`src/rtl/control_fsm_mc_if.sv`:
```
// rtl/control_fsm_mc_if.sv - control unit <-> datapath signal bundle
interface control_fsm_mc_if;
    logic [31:0] instruction;
    logic        alu_equal;
    logic        alu_greater;
    logic        alu_less;
    logic        alu_overflow;
    logic        PCWrite;
    logic        PCWriteCond;
    logic        PCWriteState;
    logic [1:0]  PCSource;
    logic [1:0]  ALUSrcA;
    logic [1:0]  ALUSrcB;
    logic [3:0]  ALUOp;
    logic        LoadAOut;
    logic        LoadRegA;
    logic        LoadRegB;
    logic        RegWrite;
    logic        IRWrite;
    logic        IMemRead;
    logic        LoadMDR;
    logic        DMemOp;
    logic [1:0]  MemToReg;
    logic [1:0]  LoadSplice;
    logic [1:0]  StoreSplice;
    logic        DataMemSrc;
    logic        IntCause;
    logic        CauseWrite;
    logic        EPCWrite;
    logic        halted;
    logic [4:0]  state_dbg;

    modport master (
        input  instruction, alu_equal, alu_greater, alu_less, alu_overflow,
        output PCWrite, PCWriteCond, PCWriteState, PCSource, ALUSrcA, ALUSrcB, ALUOp,
               LoadAOut, LoadRegA, LoadRegB, RegWrite, IRWrite, IMemRead, LoadMDR, DMemOp,
               MemToReg, LoadSplice, StoreSplice, DataMemSrc, IntCause, CauseWrite, EPCWrite,
               halted, state_dbg
    );

    modport slave (
        output instruction, alu_equal, alu_greater, alu_less, alu_overflow,
        input  PCWrite, PCWriteCond, PCWriteState, PCSource, ALUSrcA, ALUSrcB, ALUOp,
               LoadAOut, LoadRegA, LoadRegB, RegWrite, IRWrite, IMemRead, LoadMDR, DMemOp,
               MemToReg, LoadSplice, StoreSplice, DataMemSrc, IntCause, CauseWrite, EPCWrite,
               halted, state_dbg
    );
endinterface

```
`src/rtl/control_fsm_mc.sv`:
```
// rtl/control_fsm_mc.sv - multicycle RV64 control FSM with memory wait states, overflow traps and halt
module control_fsm_mc #(
    parameter int IMEM_LAT = 0,
    parameter int DMEM_LAT = 1,
    parameter int OVF_TRAP = 1
) (
    input  logic              clk,
    input  logic              reset,
    control_fsm_mc_if.master  ctrl
);
    localparam logic [3:0] IMEM_LAT_C = 4'(IMEM_LAT);
    localparam logic [3:0] DMEM_LAT_C = 4'(DMEM_LAT);

    localparam logic [3:0] ALU_SUM = 4'd0, ALU_SUB = 4'd1, ALU_AND = 4'd2, ALU_OR = 4'd3,
                           ALU_XOR = 4'd4, ALU_SLL = 4'd5, ALU_SRL = 4'd6, ALU_SRA = 4'd7,
                           ALU_SLT = 4'd8, ALU_SLTU = 4'd9, ALU_PASSB = 4'd10;
    localparam logic [1:0] SRCA_PC = 2'b00, SRCA_REG = 2'b01;
    localparam logic [1:0] SRCB_REG = 2'b00, SRCB_4 = 2'b01, SRCB_IMM = 2'b10, SRCB_IMM2 = 2'b11;
    localparam logic [6:0] OP_LD = 7'b0000011, OP_S = 7'b0100011, OP_IMM = 7'b0010011,
                           OP_R = 7'b0110011, OP_LUI = 7'b0110111, OP_AUIPC = 7'b0010111,
                           OP_SB = 7'b1100011, OP_JAL = 7'b1101111, OP_JALR = 7'b1100111,
                           OP_SYS = 7'b1110011;

    typedef enum logic [4:0] {
        S_START = 5'd0, S_FETCH = 5'd1, S_DECODE = 5'd2, S_MEM_ADDR = 5'd3, S_LD_REQ = 5'd4,
        S_WB_LD = 5'd5, S_ST = 5'd6, S_EXEC_R = 5'd7, S_EXEC_I = 5'd8, S_EXEC_U = 5'd9,
        S_ALU_WB = 5'd10, S_BRANCH = 5'd11, S_LINK = 5'd12, S_JAL_PC = 5'd13, S_JALR_PC = 5'd14,
        S_REDIRECT = 5'd15, S_EXC_CAUSE = 5'd16, S_EXC_VEC = 5'd17, S_HALT = 5'd18
    } state_t;

    state_t      r_state, w_state_next;
    logic [3:0]  r_wait_cnt, w_wait_next;
    logic        r_halted, r_int_cause, w_int_cause_next;

    logic [6:0]  w_opcode;
    logic [2:0]  w_funct3;
    logic        w_is_ebreak, w_branch_cond, w_ovf_op, w_trap;
    logic [3:0]  w_alu_r, w_alu_i;

    function automatic logic [3:0] alu_sel(input logic [2:0] f3, input logic alt);
        case (f3)
            3'b000:  alu_sel = alt ? ALU_SUB : ALU_SUM;
            3'b001:  alu_sel = ALU_SLL;
            3'b010:  alu_sel = ALU_SLT;
            3'b011:  alu_sel = ALU_SLTU;
            3'b100:  alu_sel = ALU_XOR;
            3'b101:  alu_sel = alt ? ALU_SRA : ALU_SRL;
            3'b110:  alu_sel = ALU_OR;
            default: alu_sel = ALU_AND;
        endcase
    endfunction

    assign w_opcode    = ctrl.instruction[6:0];
    assign w_funct3    = ctrl.instruction[14:12];
    assign w_is_ebreak = (ctrl.instruction[31:7] == 25'h0002000);
    // Immediate shifts carry shamt[5] in bit 25, so SRAI is recognised on funct6 alone
    assign w_alu_r     = alu_sel(w_funct3, ctrl.instruction[30]);
    assign w_alu_i     = alu_sel(w_funct3, (w_funct3 == 3'b101) && (ctrl.instruction[31:26] == 6'b010000));
    assign w_ovf_op    = (w_funct3 == 3'b000) &&
                         ((r_state == S_EXEC_I) ||
                          ((r_state == S_EXEC_R) && ((ctrl.instruction[31:25] == 7'b0000000) ||
                                                     (ctrl.instruction[31:25] == 7'b0100000))));
    assign w_trap      = (OVF_TRAP != 0) && ctrl.alu_overflow && w_ovf_op;

    always_comb begin
        case (w_funct3)
            3'b000:  w_branch_cond = ctrl.alu_equal;
            3'b001:  w_branch_cond = ~ctrl.alu_equal;
            3'b100:  w_branch_cond = ctrl.alu_less;
            3'b101:  w_branch_cond = ctrl.alu_greater;
            default: w_branch_cond = 1'b0;
        endcase
    end

    always_ff @(posedge clk or posedge reset) begin
        if (reset) begin
            r_state     <= S_START;
            r_wait_cnt  <= 4'd0;
            r_halted    <= 1'b0;
            r_int_cause <= 1'b0;
        end else begin
            r_state     <= w_state_next;
            r_wait_cnt  <= w_wait_next;
            r_halted    <= r_halted | (w_state_next == S_HALT);
            r_int_cause <= w_int_cause_next;
        end
    end

    always_comb begin
        w_state_next       = r_state;
        w_int_cause_next   = r_int_cause;
        ctrl.PCWrite       = 1'b0;
        ctrl.PCWriteCond   = 1'b0;
        ctrl.PCSource      = 2'b00;
        ctrl.ALUSrcA       = SRCA_PC;
        ctrl.ALUSrcB       = SRCB_REG;
        ctrl.ALUOp         = ALU_SUM;
        ctrl.LoadAOut      = 1'b0;
        ctrl.LoadRegA      = 1'b0;
        ctrl.LoadRegB      = 1'b0;
        ctrl.RegWrite      = 1'b0;
        ctrl.IRWrite       = 1'b0;
        ctrl.IMemRead      = 1'b0;
        ctrl.LoadMDR       = 1'b0;
        ctrl.DMemOp        = 1'b0;
        ctrl.MemToReg      = 2'b00;
        ctrl.LoadSplice    = 2'b00;
        ctrl.StoreSplice   = 2'b00;
        ctrl.DataMemSrc    = 1'b0;
        ctrl.IntCause      = 1'b0;
        ctrl.CauseWrite    = 1'b0;
        ctrl.EPCWrite      = 1'b0;
        case (r_state)
            S_START: w_state_next = S_FETCH;
            S_FETCH: begin
                ctrl.IMemRead = 1'b1;
                if (r_wait_cnt == IMEM_LAT_C) begin
                    ctrl.IRWrite = 1'b1;
                    ctrl.PCWrite = 1'b1;
                    ctrl.ALUSrcB = SRCB_4;
                    w_state_next = S_DECODE;
                end
            end
            S_DECODE: begin
                ctrl.LoadRegA = 1'b1;
                ctrl.LoadRegB = 1'b1;
                ctrl.LoadAOut = 1'b1;
                ctrl.ALUSrcB  = SRCB_IMM2;
                w_state_next  = S_EXC_CAUSE;
                case (w_opcode)
                    OP_LD, OP_S:       w_state_next = S_MEM_ADDR;
                    OP_IMM:            w_state_next = S_EXEC_I;
                    OP_R:              w_state_next = S_EXEC_R;
                    OP_LUI, OP_AUIPC:  w_state_next = S_EXEC_U;
                    OP_SB:             w_state_next = S_BRANCH;
                    OP_JAL, OP_JALR:   w_state_next = S_LINK;
                    OP_SYS:            if (w_is_ebreak) w_state_next = S_HALT;
                    default:           w_state_next = S_EXC_CAUSE;
                endcase
                if (w_state_next == S_EXC_CAUSE) w_int_cause_next = 1'b0;
            end
            S_MEM_ADDR: begin
                ctrl.ALUSrcA = SRCA_REG;
                ctrl.ALUSrcB = SRCB_IMM;
                ctrl.LoadAOut = 1'b1;
                w_state_next = (w_opcode == OP_LD) ? S_LD_REQ : S_ST;
            end
            S_LD_REQ: begin
                if (r_wait_cnt == DMEM_LAT_C) begin
                    ctrl.LoadMDR = 1'b1;
                    w_state_next = S_WB_LD;
                end
            end
            S_WB_LD: begin
                ctrl.RegWrite   = 1'b1;
                ctrl.MemToReg   = 2'b01;
                ctrl.LoadSplice = w_funct3[1:0];
                w_state_next    = S_FETCH;
            end
            S_ST: begin
                ctrl.DMemOp      = 1'b1;
                ctrl.StoreSplice = w_funct3[1:0];
                if (r_wait_cnt == DMEM_LAT_C) w_state_next = S_FETCH;
            end
            S_EXEC_R, S_EXEC_I: begin
                ctrl.ALUSrcA  = SRCA_REG;
                ctrl.ALUSrcB  = (r_state == S_EXEC_R) ? SRCB_REG : SRCB_IMM;
                ctrl.ALUOp    = (r_state == S_EXEC_R) ? w_alu_r : w_alu_i;
                ctrl.LoadAOut = 1'b1;
                if (w_trap) begin
                    w_state_next     = S_EXC_CAUSE;
                    w_int_cause_next = 1'b1;
                end else begin
                    w_state_next = S_ALU_WB;
                end
            end
            S_EXEC_U: begin
                ctrl.ALUSrcA  = SRCA_PC;
                ctrl.ALUSrcB  = SRCB_IMM;
                ctrl.ALUOp    = (w_opcode == OP_LUI) ? ALU_PASSB : ALU_SUM;
                ctrl.LoadAOut = 1'b1;
                w_state_next  = S_ALU_WB;
            end
            S_ALU_WB: begin
                ctrl.RegWrite = 1'b1;
                w_state_next  = S_FETCH;
            end
            S_BRANCH: begin
                ctrl.PCWriteCond = 1'b1;
                ctrl.PCSource    = 2'b01;
                ctrl.ALUSrcA     = SRCA_REG;
                ctrl.ALUOp       = ALU_SUB;
                w_state_next     = S_REDIRECT;
            end
            S_LINK: begin
                ctrl.RegWrite = 1'b1;
                ctrl.MemToReg = 2'b10;
                ctrl.ALUSrcA  = SRCA_REG;
                ctrl.ALUSrcB  = SRCB_IMM;
                ctrl.LoadAOut = 1'b1;
                w_state_next  = (w_opcode == OP_JALR) ? S_JALR_PC : S_JAL_PC;
            end
            S_JAL_PC: begin
                ctrl.PCWrite = 1'b1;
                ctrl.ALUSrcB = SRCB_IMM;
                w_state_next = S_REDIRECT;
            end
            S_JALR_PC: begin
                ctrl.PCWrite  = 1'b1;
                ctrl.PCSource = 2'b01;
                w_state_next  = S_REDIRECT;
            end
            S_REDIRECT: w_state_next = S_FETCH;
            S_EXC_CAUSE: begin
                ctrl.CauseWrite = 1'b1;
                ctrl.EPCWrite   = 1'b1;
                ctrl.DataMemSrc = 1'b1;
                ctrl.IntCause   = r_int_cause;
                w_state_next    = S_EXC_VEC;
            end
            S_EXC_VEC: begin
                ctrl.PCWrite  = 1'b1;
                ctrl.PCSource = 2'b10;
                w_state_next  = S_FETCH;
            end
            S_HALT:  w_state_next = S_HALT;
            default: w_state_next = S_FETCH;
        endcase
    end

    // Counter restarts on every state change so each wait window begins at zero
    always_comb begin
        w_wait_next = r_wait_cnt;
        if (w_state_next != r_state)
            w_wait_next = 4'd0;
        else if ((r_state == S_FETCH) && (r_wait_cnt < IMEM_LAT_C))
            w_wait_next = r_wait_cnt + 4'd1;
        else if (((r_state == S_LD_REQ) || (r_state == S_ST)) && (r_wait_cnt < DMEM_LAT_C))
            w_wait_next = r_wait_cnt + 4'd1;
    end

    assign ctrl.PCWriteState = ctrl.PCWrite | (ctrl.PCWriteCond & w_branch_cond);
    assign ctrl.halted       = r_halted;
    assign ctrl.state_dbg    = r_state;
endmodule

```
`src/flat_wrapper.sv`:
```
// flat-port wrapper written by rule: the top's interface ports become plain ports
module control_fsm_mc_flat 
#(
    parameter int IMEM_LAT = 0,
    parameter int DMEM_LAT = 1,
    parameter int OVF_TRAP = 1
)
  (clk, reset, ctrl_instruction, ctrl_alu_equal, ctrl_alu_greater, ctrl_alu_less, ctrl_alu_overflow, ctrl_PCWrite, ctrl_PCWriteCond, ctrl_PCWriteState, ctrl_PCSource, ctrl_ALUSrcA, ctrl_ALUSrcB, ctrl_ALUOp, ctrl_LoadAOut, ctrl_LoadRegA, ctrl_LoadRegB, ctrl_RegWrite, ctrl_IRWrite, ctrl_IMemRead, ctrl_LoadMDR, ctrl_DMemOp, ctrl_MemToReg, ctrl_LoadSplice, ctrl_StoreSplice, ctrl_DataMemSrc, ctrl_IntCause, ctrl_CauseWrite, ctrl_EPCWrite, ctrl_halted, ctrl_state_dbg);
  control_fsm_mc_if ctrl_i ();
  input  logic clk;
  input  logic reset;
  input wire logic [$bits(ctrl_i.instruction)-1:0] ctrl_instruction;
  input wire logic [$bits(ctrl_i.alu_equal)-1:0] ctrl_alu_equal;
  input wire logic [$bits(ctrl_i.alu_greater)-1:0] ctrl_alu_greater;
  input wire logic [$bits(ctrl_i.alu_less)-1:0] ctrl_alu_less;
  input wire logic [$bits(ctrl_i.alu_overflow)-1:0] ctrl_alu_overflow;
  output wire logic [$bits(ctrl_i.PCWrite)-1:0] ctrl_PCWrite;
  output wire logic [$bits(ctrl_i.PCWriteCond)-1:0] ctrl_PCWriteCond;
  output wire logic [$bits(ctrl_i.PCWriteState)-1:0] ctrl_PCWriteState;
  output wire logic [$bits(ctrl_i.PCSource)-1:0] ctrl_PCSource;
  output wire logic [$bits(ctrl_i.ALUSrcA)-1:0] ctrl_ALUSrcA;
  output wire logic [$bits(ctrl_i.ALUSrcB)-1:0] ctrl_ALUSrcB;
  output wire logic [$bits(ctrl_i.ALUOp)-1:0] ctrl_ALUOp;
  output wire logic [$bits(ctrl_i.LoadAOut)-1:0] ctrl_LoadAOut;
  output wire logic [$bits(ctrl_i.LoadRegA)-1:0] ctrl_LoadRegA;
  output wire logic [$bits(ctrl_i.LoadRegB)-1:0] ctrl_LoadRegB;
  output wire logic [$bits(ctrl_i.RegWrite)-1:0] ctrl_RegWrite;
  output wire logic [$bits(ctrl_i.IRWrite)-1:0] ctrl_IRWrite;
  output wire logic [$bits(ctrl_i.IMemRead)-1:0] ctrl_IMemRead;
  output wire logic [$bits(ctrl_i.LoadMDR)-1:0] ctrl_LoadMDR;
  output wire logic [$bits(ctrl_i.DMemOp)-1:0] ctrl_DMemOp;
  output wire logic [$bits(ctrl_i.MemToReg)-1:0] ctrl_MemToReg;
  output wire logic [$bits(ctrl_i.LoadSplice)-1:0] ctrl_LoadSplice;
  output wire logic [$bits(ctrl_i.StoreSplice)-1:0] ctrl_StoreSplice;
  output wire logic [$bits(ctrl_i.DataMemSrc)-1:0] ctrl_DataMemSrc;
  output wire logic [$bits(ctrl_i.IntCause)-1:0] ctrl_IntCause;
  output wire logic [$bits(ctrl_i.CauseWrite)-1:0] ctrl_CauseWrite;
  output wire logic [$bits(ctrl_i.EPCWrite)-1:0] ctrl_EPCWrite;
  output wire logic [$bits(ctrl_i.halted)-1:0] ctrl_halted;
  output wire logic [$bits(ctrl_i.state_dbg)-1:0] ctrl_state_dbg;
  assign ctrl_i.instruction = ctrl_instruction;
  assign ctrl_i.alu_equal = ctrl_alu_equal;
  assign ctrl_i.alu_greater = ctrl_alu_greater;
  assign ctrl_i.alu_less = ctrl_alu_less;
  assign ctrl_i.alu_overflow = ctrl_alu_overflow;
  assign ctrl_PCWrite = ctrl_i.PCWrite;
  assign ctrl_PCWriteCond = ctrl_i.PCWriteCond;
  assign ctrl_PCWriteState = ctrl_i.PCWriteState;
  assign ctrl_PCSource = ctrl_i.PCSource;
  assign ctrl_ALUSrcA = ctrl_i.ALUSrcA;
  assign ctrl_ALUSrcB = ctrl_i.ALUSrcB;
  assign ctrl_ALUOp = ctrl_i.ALUOp;
  assign ctrl_LoadAOut = ctrl_i.LoadAOut;
  assign ctrl_LoadRegA = ctrl_i.LoadRegA;
  assign ctrl_LoadRegB = ctrl_i.LoadRegB;
  assign ctrl_RegWrite = ctrl_i.RegWrite;
  assign ctrl_IRWrite = ctrl_i.IRWrite;
  assign ctrl_IMemRead = ctrl_i.IMemRead;
  assign ctrl_LoadMDR = ctrl_i.LoadMDR;
  assign ctrl_DMemOp = ctrl_i.DMemOp;
  assign ctrl_MemToReg = ctrl_i.MemToReg;
  assign ctrl_LoadSplice = ctrl_i.LoadSplice;
  assign ctrl_StoreSplice = ctrl_i.StoreSplice;
  assign ctrl_DataMemSrc = ctrl_i.DataMemSrc;
  assign ctrl_IntCause = ctrl_i.IntCause;
  assign ctrl_CauseWrite = ctrl_i.CauseWrite;
  assign ctrl_EPCWrite = ctrl_i.EPCWrite;
  assign ctrl_halted = ctrl_i.halted;
  assign ctrl_state_dbg = ctrl_i.state_dbg;
  control_fsm_mc #(.IMEM_LAT(IMEM_LAT), .DMEM_LAT(DMEM_LAT), .OVF_TRAP(OVF_TRAP)) u_core (.clk(clk), .reset(reset), .ctrl(ctrl_i));
endmodule
```
`config.mk`:
```
export PLATFORM = sky130hd
export DESIGN_NAME = control_fsm_mc_flat
export DESIGN_NICKNAME = d
export VERILOG_FILES = /design/src/rtl/control_fsm_mc_if.sv /design/src/rtl/control_fsm_mc.sv /design/src/flat_wrapper.sv
export SDC_FILE = /design/constraint.sdc
export NUM_CORES = 1
export LEC_CHECK = 0
export ABC_AREA = 1
export CORE_MARGIN = 4
export CORE_UTILIZATION = 41
export CTS_CLUSTER_DIAMETER = 40
export CTS_CLUSTER_SIZE = 24
export DETAILED_ROUTE_END_ITERATION = 8
export GPL_TIMING_DRIVEN = 0
export PLACE_DENSITY = 0.84
export SLEW_MARGIN = 10
export SYNTH_ARGS = -nofsm -noshare
export SYNTH_HDL_FRONTEND = slang
export SYNTH_SLANG_ARGS = --single-unit
```
`constraint.sdc`:
```
create_clock -name clk -period 2.4 [get_ports clk]
set_clock_uncertainty 0.15 [all_clocks]
set_input_delay 0.72 -clock clk [delete_from_list [all_inputs] [get_ports clk]]
set_output_delay 0.72 -clock clk [all_outputs]
set_load 0.02 [all_outputs]
```
# Word-level counts from Yosys, hierarchy flattened
# Index checks and enable logic that the tools add are counted.
classes:
  add_sub_neg: 1
  n_lt_le_gt_ge: 2
  eq_ne: 42
  mux: 47
  bitwise: 4
  n_reduce_logical: 26
op_table:
  columns: ["cell", "n"]
  rows:
  - ["4-bit case mux with 7 select lines", 2]
  - ["5-bit case mux with 11 select lines", 1]
  - ["5-bit by 4-bit equality test with 1-bit output (second input constant)", 7]
  - ["5-bit case mux with 7 select lines", 1]
  - ["7-bit by 6-bit equality test with 1-bit output (second input constant)", 4]
  - ["7-bit equality test (second input constant)", 4]
  - ["25-bit by 14-bit equality test with 1-bit output (second input constant)", 1]
  - ["5-bit equality test (second input constant)", 5]
  - ["5-bit 2-to-1 mux", 5]
  - ["5-bit by 3-bit equality test with 1-bit output (second input constant)", 4]
  - ["1-bit 2-to-1 mux", 20]
  - ["4-bit 2-to-1 mux", 5]
  - ["7-bit by 5-bit equality test with 1-bit output (second input constant)", 2]
  - ["2-bit 2-to-1 mux", 6]
  - ["4-bit case mux with 3 select lines", 1]
  - ["5-bit by 2-bit equality test with 1-bit output (second input constant)", 2]
  - ["2-bit OR reduction", 5]
  - ["3-bit equality test (second input constant)", 3]
  - ["3-bit OR reduction", 3]
  - ["4-bit by 1-bit < comparator with 1-bit output (second input constant)", 2]
  - ["2-bit case mux with 2 select lines", 2]
  - ["2-bit case mux with 4 select lines", 1]
  - ["7-bit by 2-bit equality test with 1-bit output (second input constant)", 1]
  - ["7-bit zero test", 1]
  - ["other kinds (23)", 34]
totals:
  regBits: 11
  wordCells: 126

# Logic depth before layout (Yosys ltp)
# Gate-level depths: netlist of run 1.
logic_depth:
  word_depth: 10
  depth_mapped: 15
  ltp_nobuf: 15

# Worst setup path after synthesis of run 1
# No wires, ideal clock.
synth_timing:
  kind: "reg-to-output"
  start: "register u_core.r_state[4], in the netlist u_core.ctrl.state_dbg[4]"
  end: "output port ctrl_PCWriteState"
  t_arrival_ns: 1.974
  required_time_ns: 1.530
  slack_ns: -0.444
  stages_incl_launch_ff: 10
  path_buffers: 1
  path_cell_list: "dfrtp_1 > buf_4 > inv_1 > nand3_1 > nor2_2 > nand2_2 > inv_1 > nor2_1 > nand3_1 > o21bai_1"
synth_between:
  elab_chain_len: 4
  word_cells_on_any_way: 10
synth_lines:
  columns: ["element", "line_no", "text"]
  rows:
  - ["start, declared", "control_fsm_mc.sv:31", "state_t r_state, w_state_next;"]
  - ["start signal, assigned", "control_fsm_mc.sv:82", "r_state <= w_state_next;"]
  - ["5-bit equality test / 5-bit by 4-bit equality test with 1-bit output (equally long branches)", "control_fsm_mc.sv:113", "case (r_state)"]
  - ["3-bit OR reduction (no line)", null, null]
  - ["1-bit case mux with 2 select lines *", "control_fsm_mc.sv:113", null]
  - ["named net ctrl_PCWrite", "flat_wrapper.sv:17", "output wire logic [$bits(ctrl_i.PCWrite)-1:0] ctrl_PCWrite;"]
  - ["1-bit OR *", "control_fsm_mc.sv:242", "assign ctrl.PCWriteState = ctrl.PCWrite | (ctrl.PCWriteCond & w_branch_cond);"]
  - ["end, declared", "flat_wrapper.sv:19", "output wire logic [$bits(ctrl_i.PCWriteState)-1:0] ctrl_PCWriteState;"]
# The timed path passes the listed nets; every way through them passes the cells marked *.

# Worst setup path in the final report of run 1
layout_timing:
  start: "register u_core.r_state[3], in the netlist u_core.ctrl.state_dbg[3]"
  end: "output port ctrl_ALUSrcB[1]"
layout_between:
  elab_chain_len: 3
  word_cells_on_any_way: 12
layout_lines:
  columns: ["element", "line_no", "text"]
  rows:
  - ["5-bit by 2-bit equality test with 1-bit output, or another cell as far along", "control_fsm_mc.sv:113", null]
  - ["4-bit OR reduction (no line), or another cell as far along", null, null]
  - ["2-bit case mux with 4 select lines *", "control_fsm_mc.sv:113", null]
  - ["end, declared", "flat_wrapper.sv:22", "output wire logic [$bits(ctrl_i.ALUSrcB)-1:0] ctrl_ALUSrcB;"]
# Mark *: on every way between the ends. The rest lies on a longest branch, timed or not.

==> results of run 1 <==
[final cells by class]
cell class	instances	area (um2)
multi-input combinational	205	1375
timing repair buffer	131	1097
fill	143	331.6
sequential	11	280.3
inverter	46	212.7
tap	46	57.56
clock buffer	4	45.04
buffer	5	42.54
[power by group through the flow]
stage	Sequential (W)	Combinational, W	Clock, W
after global routing	0.000320	0.00284	0.000208
after floorplan	0.000331	0.00109	0
final	0.000319	0.00272	0.000199
after detailed placement	0.000307	0.00172	0
after CTS	0.000303	0.00207	0.000197
after global placement	0.000306	0.00171	0
[worst max-delay path: cells and delay by family, from the launching register on]
family	cells	cell delay [ns]
flip-flops	1	0.48
buffers and inverters	4	0.44
AND/OR/NAND/NOR	3	0.63
[per-stage QoR]
stage	setup WS (ns)	hold WS [ns]
finish	-0.2889	0.3217
global route	-0.2808	0.3599
global placement	-1.131	0.3035
floorplan	-0.1295	0.3037
CTS	-0.1621	0.3242
detailed placement	-1.171	0.2995
[metal layers]
metal	vias up	wire length, um	GRT usage (%)
met5	-	0	0
met4	0	678	14.36
met1	1192	2964	31.92
li1	1109	-	-
met3	86	897	2.917
met2	252	4105	46.01
[final timing paths]
path	from	end	slack [ns]	depth (start not counted)
worst min-delay path	u_core.ctrl.halted	u_core.ctrl.halted	0.32	2
worst min register to register	u_core.ctrl.halted	u_core.ctrl.halted	0.32	2
worst max register to register	u_core.ctrl.state_dbg[2]	u_core.r_wait_cnt[3]	0.08	15
max in group asynchronous	reset	u_core.ctrl.state_dbg[0]	1.11	2
worst max-delay path	u_core.ctrl.state_dbg[3]	ctrl_ALUSrcB[1]	-0.29	7
min in group asynchronous	reset	u_core.r_int_cause	0.65	2
[kinds of logic (layout without fill, tap and decap cells)]
logic type | Yosys count | after routing | share of synthesized area [%]
buffers and inverters | 52 | 186 | 14.12
and+or+nand+nor | 184 | 184 | 58.13
AOI/OAI and AO/OA | 16 | 16 | 6.276
xor gates and xnor gates | 1 | 1 | 0.5781
DFF | 11 | 11 | 18.17
adders and majority gates | 3 | 3 | 2.478
other | 1 | 1 | 0.2475
[flip-flops by register name, summed over array words and instances (netlist names)]
register,count
u_core.r_int_cause,1
u_core.r_wait_cnt,4
u_core.ctrl.halted,1
u_core.ctrl.state_dbg,5
[repair_timing]
| item | CTS | global route |
|---|---|---|
| endpoints found under the hold margin | 0 | 0 |
| buffers inserted | 37 | 22 |
| gates resized for setup | 210 | 108 |
| setup endpoints to repair | 34 | 34 |
| pin swaps | 24 | 42 |
[layout by cell type (no fill, tap or decap), types with 3 or more instances in the layout]
master / count
nand3_4: 6
nor2_4: 13
dlygate4sd2_1: 5
buf_2: 9
nand3_1: 13
nor2_2: 16
dfrtp_1: 7
clkbuf_2: 7
inv_4: 4
nand2_4: 8
ha_1: 3
nor2_1: 38
nand2_2: 22
nand2_1: 44
nand3_2: 9
dfrtp_2: 4
clkdlybuf4s50_1: 24
inv_1: 19
clkbuf_8: 3
buf_4: 68
buf_6: 17
nand4_1: 9
o21ai_0: 6
inv_2: 19
==> metrics.txt, run 1 <==
status=finished with violations; failing checks=negative setup slack; leak pwr=1.687 nW; GPL Wtd Cong=between 0.9 and 1; DP HPWL=3.888 mm; GRT Total Usage=around a quarter; combinational share of power=a little over four fifths; TritonCTS buffer count=3; fin nets=roughly 440; Mapped Cells=roughly 270; worst-path maximum fanout=6; Final TNS setup=-2.349 ns; f_max=roughly 0.37 GHz; layout cells sized above 1=a little under three fifths; Buffers on Ports=72; die span in y=slightly below 70 um; non-filler cells, final=between 400 and 500; # diodes=0; starting density of the core=between 40% and 50%; CTS clock-pin slew for the worst setup and hold paths=approximately 0.060 ns; DRC viols=0; clock power share=roughly 6.1%; Syn Nets=a little over 300; Period minus WS final=~2.7 ns; Placeable Area=3442 um2; Max Cap Viol=0; Placed Area=approximately 2300 um2; Cells after DPL=386; Synth top area share=~18%; pin count of the biggest net entering global routing=12; Skew-Pair Late Insertion Delay=roughly 0.26 ns; power per standard cell area=roughly 1000 nW/um2; Worst Path Arrival=between 1.5 and 2 ns; post-route antenna net violation count=0; synthesized area=~1500 um2; initial antenna violation count=0; Die X=between 60 and 70 um; Setup WS post-layout=-0.2889 ns; sequential power share=about 9.8%; library cells used by synthesis=28; RSZ-0062 raised after global routing=true; peak supply drop=~0.00095 V; area grow syn2layout=105.3%; number of global-route vias before repair=around 2,100; CP cell instances=nor2_4 > inv_4 > nor2_4 > buf_6 > inv_6 > nand4_1 > buf_6; Routed WL per cell=around 19 um; ys async rst share=100.0%; first-pass GRT wire length=roughly 9.5 mm; CP Data Required Time=1.53 ns; die area=4732 um2; clk root buf=clkbuf_8; fin crit share=112.0%; P_sw=around 0.0017 W; Finished Cell Area=3110 um2; Crit Path Class=reg2out; Post-synth EDFFs=0; HP Class=reg2reg; Vias/cell=between 5 and 6; H-tree depth=1; sequential share of the synthesized area=approximately 18%; internal power=approximately 0.0015 W; Synth area leader=dfrtp_1; # setup viols final=24; clk sink count=11; top-count cell post-synth=nand2_1; Synth Flop Type=dfrtp_1; Final Max Slew Viols=0; mean post-synth cell area=5.654 um2; Critical-path top delay cell=dfrtp_2; Vias=roughly 2,600; Total Routed Length=8.646 mm; Clock Tree Buf Depth=2; sw frac=53.56%; number of synthesized register bits=11; row count=21; Yosys warning total=0; type of origin of the critical path=register; I/O pin count=75; Final Hold Viols=0; CTS tree=done; most frequent cells after synthesis=nand2_1 (58), nor2_1 (56), inv_1 (39); GR Overflow Total=0; Initial DRC Count=roughly 260; # hold bufs at CTS=0; synth top area cells=dfrtp_1 (18%), nand2_1 (14%), nor2_1 (14%); crit end category=output port; Pre-Repair DR Iteration Count=5; post-route total power=around 0.0032 W; Slowest Stage Delay on Critical Path=between 0.4 and 0.5 ns; final design utilization=between 90% and 100%
No activity file was read; power rests on OpenSTA's default activity.
==> inputs of run 2 (changes only) <==
--- a/config.mk
+++ b/config.mk
@@ -7,12 +7,14 @@
 export LEC_CHECK = 0
 export ABC_AREA = 1
 export CORE_MARGIN = 4
-export CORE_UTILIZATION = 41
+export CORE_UTILIZATION = 30
+export CTS_BUF_LIST = sky130_fd_sc_hd__clkbuf_2 sky130_fd_sc_hd__clkbuf_4 sky130_fd_sc_hd__clkbuf_8
 export CTS_CLUSTER_DIAMETER = 40
 export CTS_CLUSTER_SIZE = 24
 export DETAILED_ROUTE_END_ITERATION = 8
 export GPL_TIMING_DRIVEN = 0
-export PLACE_DENSITY = 0.84
+export HOLD_SLACK_MARGIN = 0.12
+export PLACE_DENSITY = 0.66
 export SLEW_MARGIN = 10
 export SYNTH_ARGS = -nofsm -noshare
 export SYNTH_HDL_FRONTEND = slang
==> run 2 against run 1 <==
Cell count is 3.1% higher. Global-route usage is 7.5 points lower. Largest cell class unchanged. Worst hold slack improved by 0.0027 ns. Sequential power is 2% lower. The run still ends with negative setup slack left.
==> metrics.txt, run 2 (same netlist as run 1, synthesis figures left out) <==
Clock Tree Buf Depth=2 (unchanged); Final Hold Viols=0 (unchanged); Total Routed Length=6.448 mm (was 8.646 mm); starting density of the core=31.45% (was 44.02%); Placeable Area=4817 um2 (was 3442 um2); H-tree depth=1 (unchanged); CP Data Required Time=1.53 ns (about the same); failing checks=negative setup slack (unchanged); Final Max Slew Viols=0 (unchanged); clk sink count=11 (unchanged); Skew-Pair Late Insertion Delay=0.24 ns (was 0.26 ns); DRC viols=0 (unchanged); final design utilization=64.57% (was 90.37%); Critical Path Sink=ctrl_ALUOp[0] (was ctrl_ALUSrcB[1]); crit end category=output port (unchanged); Die X=79.07 um (was 68.79 um); clk root buf=clkbuf_8 (unchanged); GRT Total Usage=19.04% (was 26.56%); # diodes=0 (unchanged); max reg flops=5 (unchanged); status=finished with violations (unchanged); met2 Resource Use GR=34.68% (was 46.01%); leak pwr=1.625 nW (was 1.687 nW); die span in y=79.07 um (was 68.79 um); number of global-route vias before repair=2,111 (was 2,143); non-filler cells, final=462 (was 448); reg2reg end=u_core.r_wait_cnt[3] (unchanged); crit path from=u_core.ctrl.state_dbg[2] (was u_core.ctrl.state_dbg[3]); fin nets=437 (was 444); initial antenna violation count=0 (unchanged); commonest non-fill, non-tap cell in the layout=buf_4 (unchanged); power per standard cell area=1015 nW/um2 (was 1043 nW/um2); first-pass GRT wire length=9.687 mm (was 9.508 mm); I/O pin count=75 (unchanged); pin count of the biggest net entering global routing=12 (unchanged); Worst Path Arrival=1.64 ns (was 1.82 ns); # setup viols final=10 (was 24); CTS tree=done (unchanged); DP HPWL=4.080 mm (was 3.888 mm); TritonCTS buffer count=3 (unchanged); met1 Use GR=24.32% (was 31.92%); layout cells sized above 1=53.67% (was 56.22%); f_max=0.3985 GHz (was 0.3719 GHz); reg2reg start=u_core.ctrl.state_dbg[4] (was u_core.ctrl.state_dbg[2]); clock power share=6.2% (was 6.1%); CTS clock-pin slew for the worst setup and hold paths=0.05 ns (was 0.06 ns); worst-path maximum fanout=4 (was 6); internal power=0.001592 W (was 0.001506 W); Buffers on Ports=72 (unchanged); GR Util met3=2.154% (was 2.917%); Period minus WS final=2.509 ns (was 2.689 ns); Pre-Repair DR Iteration Count=4 (was 5); reg2reg setup slack=0.13 ns (was 0.08 ns); Worst Reg-to-Reg Cells=15 (unchanged); Cells after DPL=407 (was 386); RSZ-0062 raised after global routing=true (unchanged); die area=6252 um2 (was 4732 um2); most frequent cells in the layout=buf_4 (53), nand2_1 (44), nor2_1 (38), buf_6 (26), clkdlybuf4s50_1 (25) (was buf_4 (68), nand2_1 (44), nor2_1 (38), clkdlybuf4s50_1 (24), nand2_2 (22)); Setup WS post-layout=-0.1095 ns (was -0.2889 ns); combinational share of power=83.9% (was 84.0%); HP Class=reg2reg (unchanged); peak supply drop=0.0008032 V (was 0.0009526 V); GR Overflow Total=0 (unchanged); type of origin of the critical path=register (unchanged); Routed WL per cell=13.96 um (was 19.30 um); GPL Wtd Cong=0.8758 (was 0.9416); fin crit share=104.6% (was 112.0%); sequential power share=9.9% (was 9.8%); Vias=2,207 (was 2,639); post-route total power=0.003157 W (was 0.003243 W); Crit Path Class=reg2out (unchanged); P_sw=0.001565 W (was 0.001737 W); GRT Max-Usage Layer=met2 (unchanged); Max Cap Viol=0 (unchanged); post-route antenna net violation count=0 (unchanged); CP cell instances=inv_2 > nor2_4 > nand3_2 > o22ai_1 > nand2_1 > a31oi_4 > buf_6 (was nor2_4 > inv_4 > nor2_4 > buf_6 > inv_6 > nand4_1 > buf_6); Initial DRC Count=93 (was 256); Slowest Stage Delay on Critical Path=0.43 ns (was 0.48 ns); Vias/cell=4.777 (was 5.891); sw frac=49.57% (was 53.56%); Critical-path top delay cell=dfrtp_2 (unchanged); Final TNS setup=-0.6081 ns (was -2.349 ns); row count=25 (was 21); area grow syn2layout=105.3% (unchanged); # hold bufs at CTS=0 (unchanged)
## run 2: cell count changes in the layout (fill, tap and decap cells not counted), moves of 3 or more
cell	change
buf_4	-15
buf_6	+9
nand3_1	+4
nor2_2	-3
nor2_4	+3
## run 2: worst min-delay path by stage
stage / start / to / slack, ns / depth (start not counted)
2_1_floorplan: u_core.r_int_cause / u_core.r_int_cause / 0.30 / 2
5_1_grt: u_core.ctrl.halted / u_core.ctrl.halted / 0.38 / 2
3_3_place_gp: u_core.ctrl.halted / u_core.ctrl.halted / 0.31 / 2
6_report: u_core.ctrl.halted / u_core.ctrl.halted / 0.32 / 2
3_5_place_dp: u_core.ctrl.halted / u_core.ctrl.halted / 0.30 / 2
4_1_cts: u_core.ctrl.halted / u_core.ctrl.halted / 0.33 / 2
## run 2: area by class of cell
class,instances,area (um2)
Timing Repair Buffer,124,1075
Buffer,5,47.55
Inverter,46,205.2
Sequential cell,11,280.3
Tap cell,67,83.83
Multi-Input combinational cell,205,1370
Fill cell,447,1707
Clock buffer,4,48.80
## run 2: critical path, delay by kind of cell, from the launching register on
family | cells | cell delay (ns)
compound gates | 2 | 0.34
flops | 1 | 0.43
simple gates | 3 | 0.42
buf+inv | 2 | 0.22
## run 2: power groups by stage
stage	Combinational (W)	Sequential (W)	Clock, W
after floorplan	0.00109	0.000331	0
after global placement	0.00173	0.000310	0
after detailed placement	0.00174	0.000310	0
after CTS	0.00208	0.000305	0.000201
after global routing	0.00284	0.000320	0.000207
final	0.00265	0.000312	0.000196
## run 2: routing by layer
metal	up-vias	share of wire, %
met5	-	0
met4	0	1.5
met3	12	4.8
met2	74	51
met1	1025	43
li1	1096	-
## run 2: what timing repair did
item / in CTS / in global routing
pin swaps: 21 / 47
buffers inserted: 31 / 22
endpoints found under the hold margin: 0 / 0
endpoints found under the setup margin: 34 / 34
resized for setup: 204 / 109
## run 2: per-stage QoR
step                hold slack (ns)  setup WS, ns  instance area, um2
floorplan                    0.3037       -0.1295                1564
global placement             0.3118        -1.130                2369
detailed placement           0.3003        -1.139                2369
CTS                          0.3284       -0.1634                2780
global route                 0.3787       -0.1689                3110
finish                       0.3245       -0.1095                3110
==> inputs of run 3 (changes only) <==
--- a/config.mk
+++ b/config.mk
@@ -15,6 +15,7 @@
 export GPL_TIMING_DRIVEN = 0
 export HOLD_SLACK_MARGIN = 0.12
 export PLACE_DENSITY = 0.66
+export RECOVER_POWER = 100
 export SLEW_MARGIN = 10
 export SYNTH_ARGS = -nofsm -noshare
 export SYNTH_HDL_FRONTEND = slang
==> run 3 against run 2 <==
The flow still finishes with violations (negative setup slack). First-iteration DRC count fell by 3.2%. Sequential share of layout area barely moved. Global-route usage did not move. Non-clock buffer count did not move. Total power fell by 0.22%. Cell count did not move. Via count barely moved. Sequential power barely moved. Combinational power barely moved. Highest routed layer unchanged.
==> metrics.txt, run 3 (same netlist as run 1, synthesis figures left out) <==
CTS clock-pin slew for the worst setup and hold paths=0.05 ns (about the same); status=finished with violations (unchanged); DP HPWL=4.080 mm (unchanged); Initial DRC Count=90 (was 93); f_max=0.3973 GHz (was 0.3985 GHz); worst-path maximum fanout=4 (unchanged); most frequent cells in the layout=buf_4 (53), nand2_1 (44), nor2_1 (39), buf_6 (26), clkdlybuf4s50_1 (23) (was buf_4 (53), nand2_1 (44), nor2_1 (38), buf_6 (26), clkdlybuf4s50_1 (25)); initial antenna violation count=0 (unchanged); Worst Hold Path EP=u_core.ctrl.halted (unchanged); CTS tree=done (unchanged); Setup WS post-layout=-0.1171 ns (was -0.1095 ns); fin nets=437 (unchanged); pre-CTS setup slack=-1.139 ns (unchanged); commonest non-fill, non-tap cell in the layout=buf_4 (unchanged); die span in y=79.07 um (unchanged); GR Util met3=2.154% (unchanged); Total Routed Length=6.421 mm (was 6.448 mm); reg2reg end=u_core.r_wait_cnt[3] (unchanged); H-tree depth=1 (unchanged); GRT Total Usage=19.04% (unchanged); # setup viols final=9 (was 10); first-pass GRT wire length=9.687 mm (unchanged); Cells after DPL=407 (unchanged); final design utilization=64.42% (was 64.57%); clk sink count=11 (unchanged); Fillers=449 (was 447); Worst Path Arrival=1.65 ns (was 1.64 ns); reg2reg setup slack=0.14 ns (was 0.13 ns); non-filler cells, final=462 (unchanged); row count=25 (unchanged); reg2reg start=u_core.ctrl.state_dbg[4] (unchanged); Routed WL per cell=13.90 um (was 13.96 um); # diodes=0 (unchanged); Register Area=280.3 um2 (unchanged); post-route antenna net violation count=0 (unchanged); fin crit share=104.9% (was 104.6%); Vias/cell=4.775 (was 4.777); Buffers on Ports=72 (unchanged); Worst Reg-to-Reg Cells=15 (unchanged); layout cells sized above 1=53.16% (was 53.67%); GR Overflow Total=0 (unchanged); starting density of the core=31.45% (unchanged); Final Max Slew Viols=0 (unchanged); TritonCTS buffer count=3 (unchanged); Crit Path Class=in2out (was reg2out); Final TNS setup=-0.6079 ns (was -0.6081 ns); clk root buf=clkbuf_8 (unchanged); Pre-Repair DR Iteration Count=4 (unchanged); Placeable Area=4817 um2 (unchanged); max reg flops=5 (unchanged); Multi-input gate area=1363 um2 (was 1370 um2); area grow syn2layout=104.8% (was 105.3%); DRC viols=0 (unchanged); failing checks=negative setup slack (unchanged); hold slack final=0.3245 ns (about the same); hold path startpoint=u_core.ctrl.halted (unchanged); peak supply drop=0.0008023 V (was 0.0008032 V); Max Cap Viol=0 (unchanged); GPL Wtd Cong=0.8758 (unchanged); I/O pin count=75 (unchanged); hold-critical path depth=2 (unchanged); Clock Tree Buf Depth=2 (unchanged); Final Hold Viols=0 (unchanged); crit end category=output port (unchanged); pin count of the biggest net entering global routing=12 (unchanged); met1 Use GR=24.32% (unchanged); RSZ-0062 raised after global routing=true (unchanged); Die X=79.07 um (unchanged); type of origin of the critical path=input pin (was register); met2 Resource Use GR=34.68% (unchanged); power per standard cell area=1015 nW/um2 (about the same); Period minus WS final=2.517 ns (was 2.509 ns); Vias=2,206 (was 2,207); die area=6252 um2 (unchanged); Skew-Pair Late Insertion Delay=0.24 ns (about the same); HP Class=reg2reg (unchanged); CP Data Required Time=1.53 ns (about the same); leak pwr=1.620 nW (was 1.625 nW); number of global-route vias before repair=2,111 (unchanged); GRT Max-Usage Layer=met2 (unchanged)
run 3: routing by layer:
metal	up-vias	wire (um)
met5	-	0
li1	1095	-
met3	12	315
met1	1023	2745
met2	76	3252
met4	0	106
run 3: how the worst max path moves through the flow:
| stage | from | endpoint | slack (ns) | cells after the start |
|---|---|---|---|---|
| 2_1_floorplan | u_core.ctrl.state_dbg[1] | ctrl_ALUOp[1] | -0.13 | 7 |
| 3_3_place_gp | ctrl_instruction[12] | ctrl_PCWriteState | -1.13 | 8 |
| 3_5_place_dp | ctrl_instruction[12] | ctrl_PCWriteState | -1.14 | 8 |
| 4_1_cts | u_core.ctrl.state_dbg[0] | ctrl_ALUOp[1] | -0.16 | 8 |
| 5_1_grt | u_core.ctrl.state_dbg[4] | ctrl_PCWriteState | -0.17 | 10 |
| 6_report | ctrl_instruction[12] | ctrl_ALUOp[0] | -0.12 | 9 |
run 3: worst max-delay path, stage by stage:
cell,delay [ns]
buf_6,0.10
inv_6,0.07
nand2_4,0.06
nor2_4,0.11
nor2_1,0.05
o22ai_1,0.10
nand2_1,0.11
a31oi_4,0.19
buf_6,0.14
run 3: per-stage QoR:
stage          cell area [um2]  power [W]
5_1_grt                   3103   0.003357
3_5_place_dp              2369   0.002049
4_1_cts                   2780   0.002584
3_3_place_gp              2369   0.002041
6_report                  3103   0.003150
2_1_floorplan             1564   0.001417
run 3: where the power goes:
part / switching (W) / internal (W)
clock network: 0.0000687 / 0.000128
registers: 0.0000769 / 0.000235
logic: 0.00142 / 0.00123
total: 0.00156 / 0.00159
run 3: layout make-up:
class	count	area share [%]
Multi-Input combinational cell	205	43.91
Timing Repair Buffer	124	34.64
Sequential cell	11	9.032
Inverter	46	6.613
Tap cell	67	2.702
Clock buffer	4	1.573
Buffer	5	1.532
run 3: what timing repair did:
item | in CTS | in global routing
pin swaps | 21 | 47
setup buffers | 31 | 22
gates resized for setup | 204 | 109
endpoints found under the setup margin | 34 | 34
hold buffers | 0 | 0
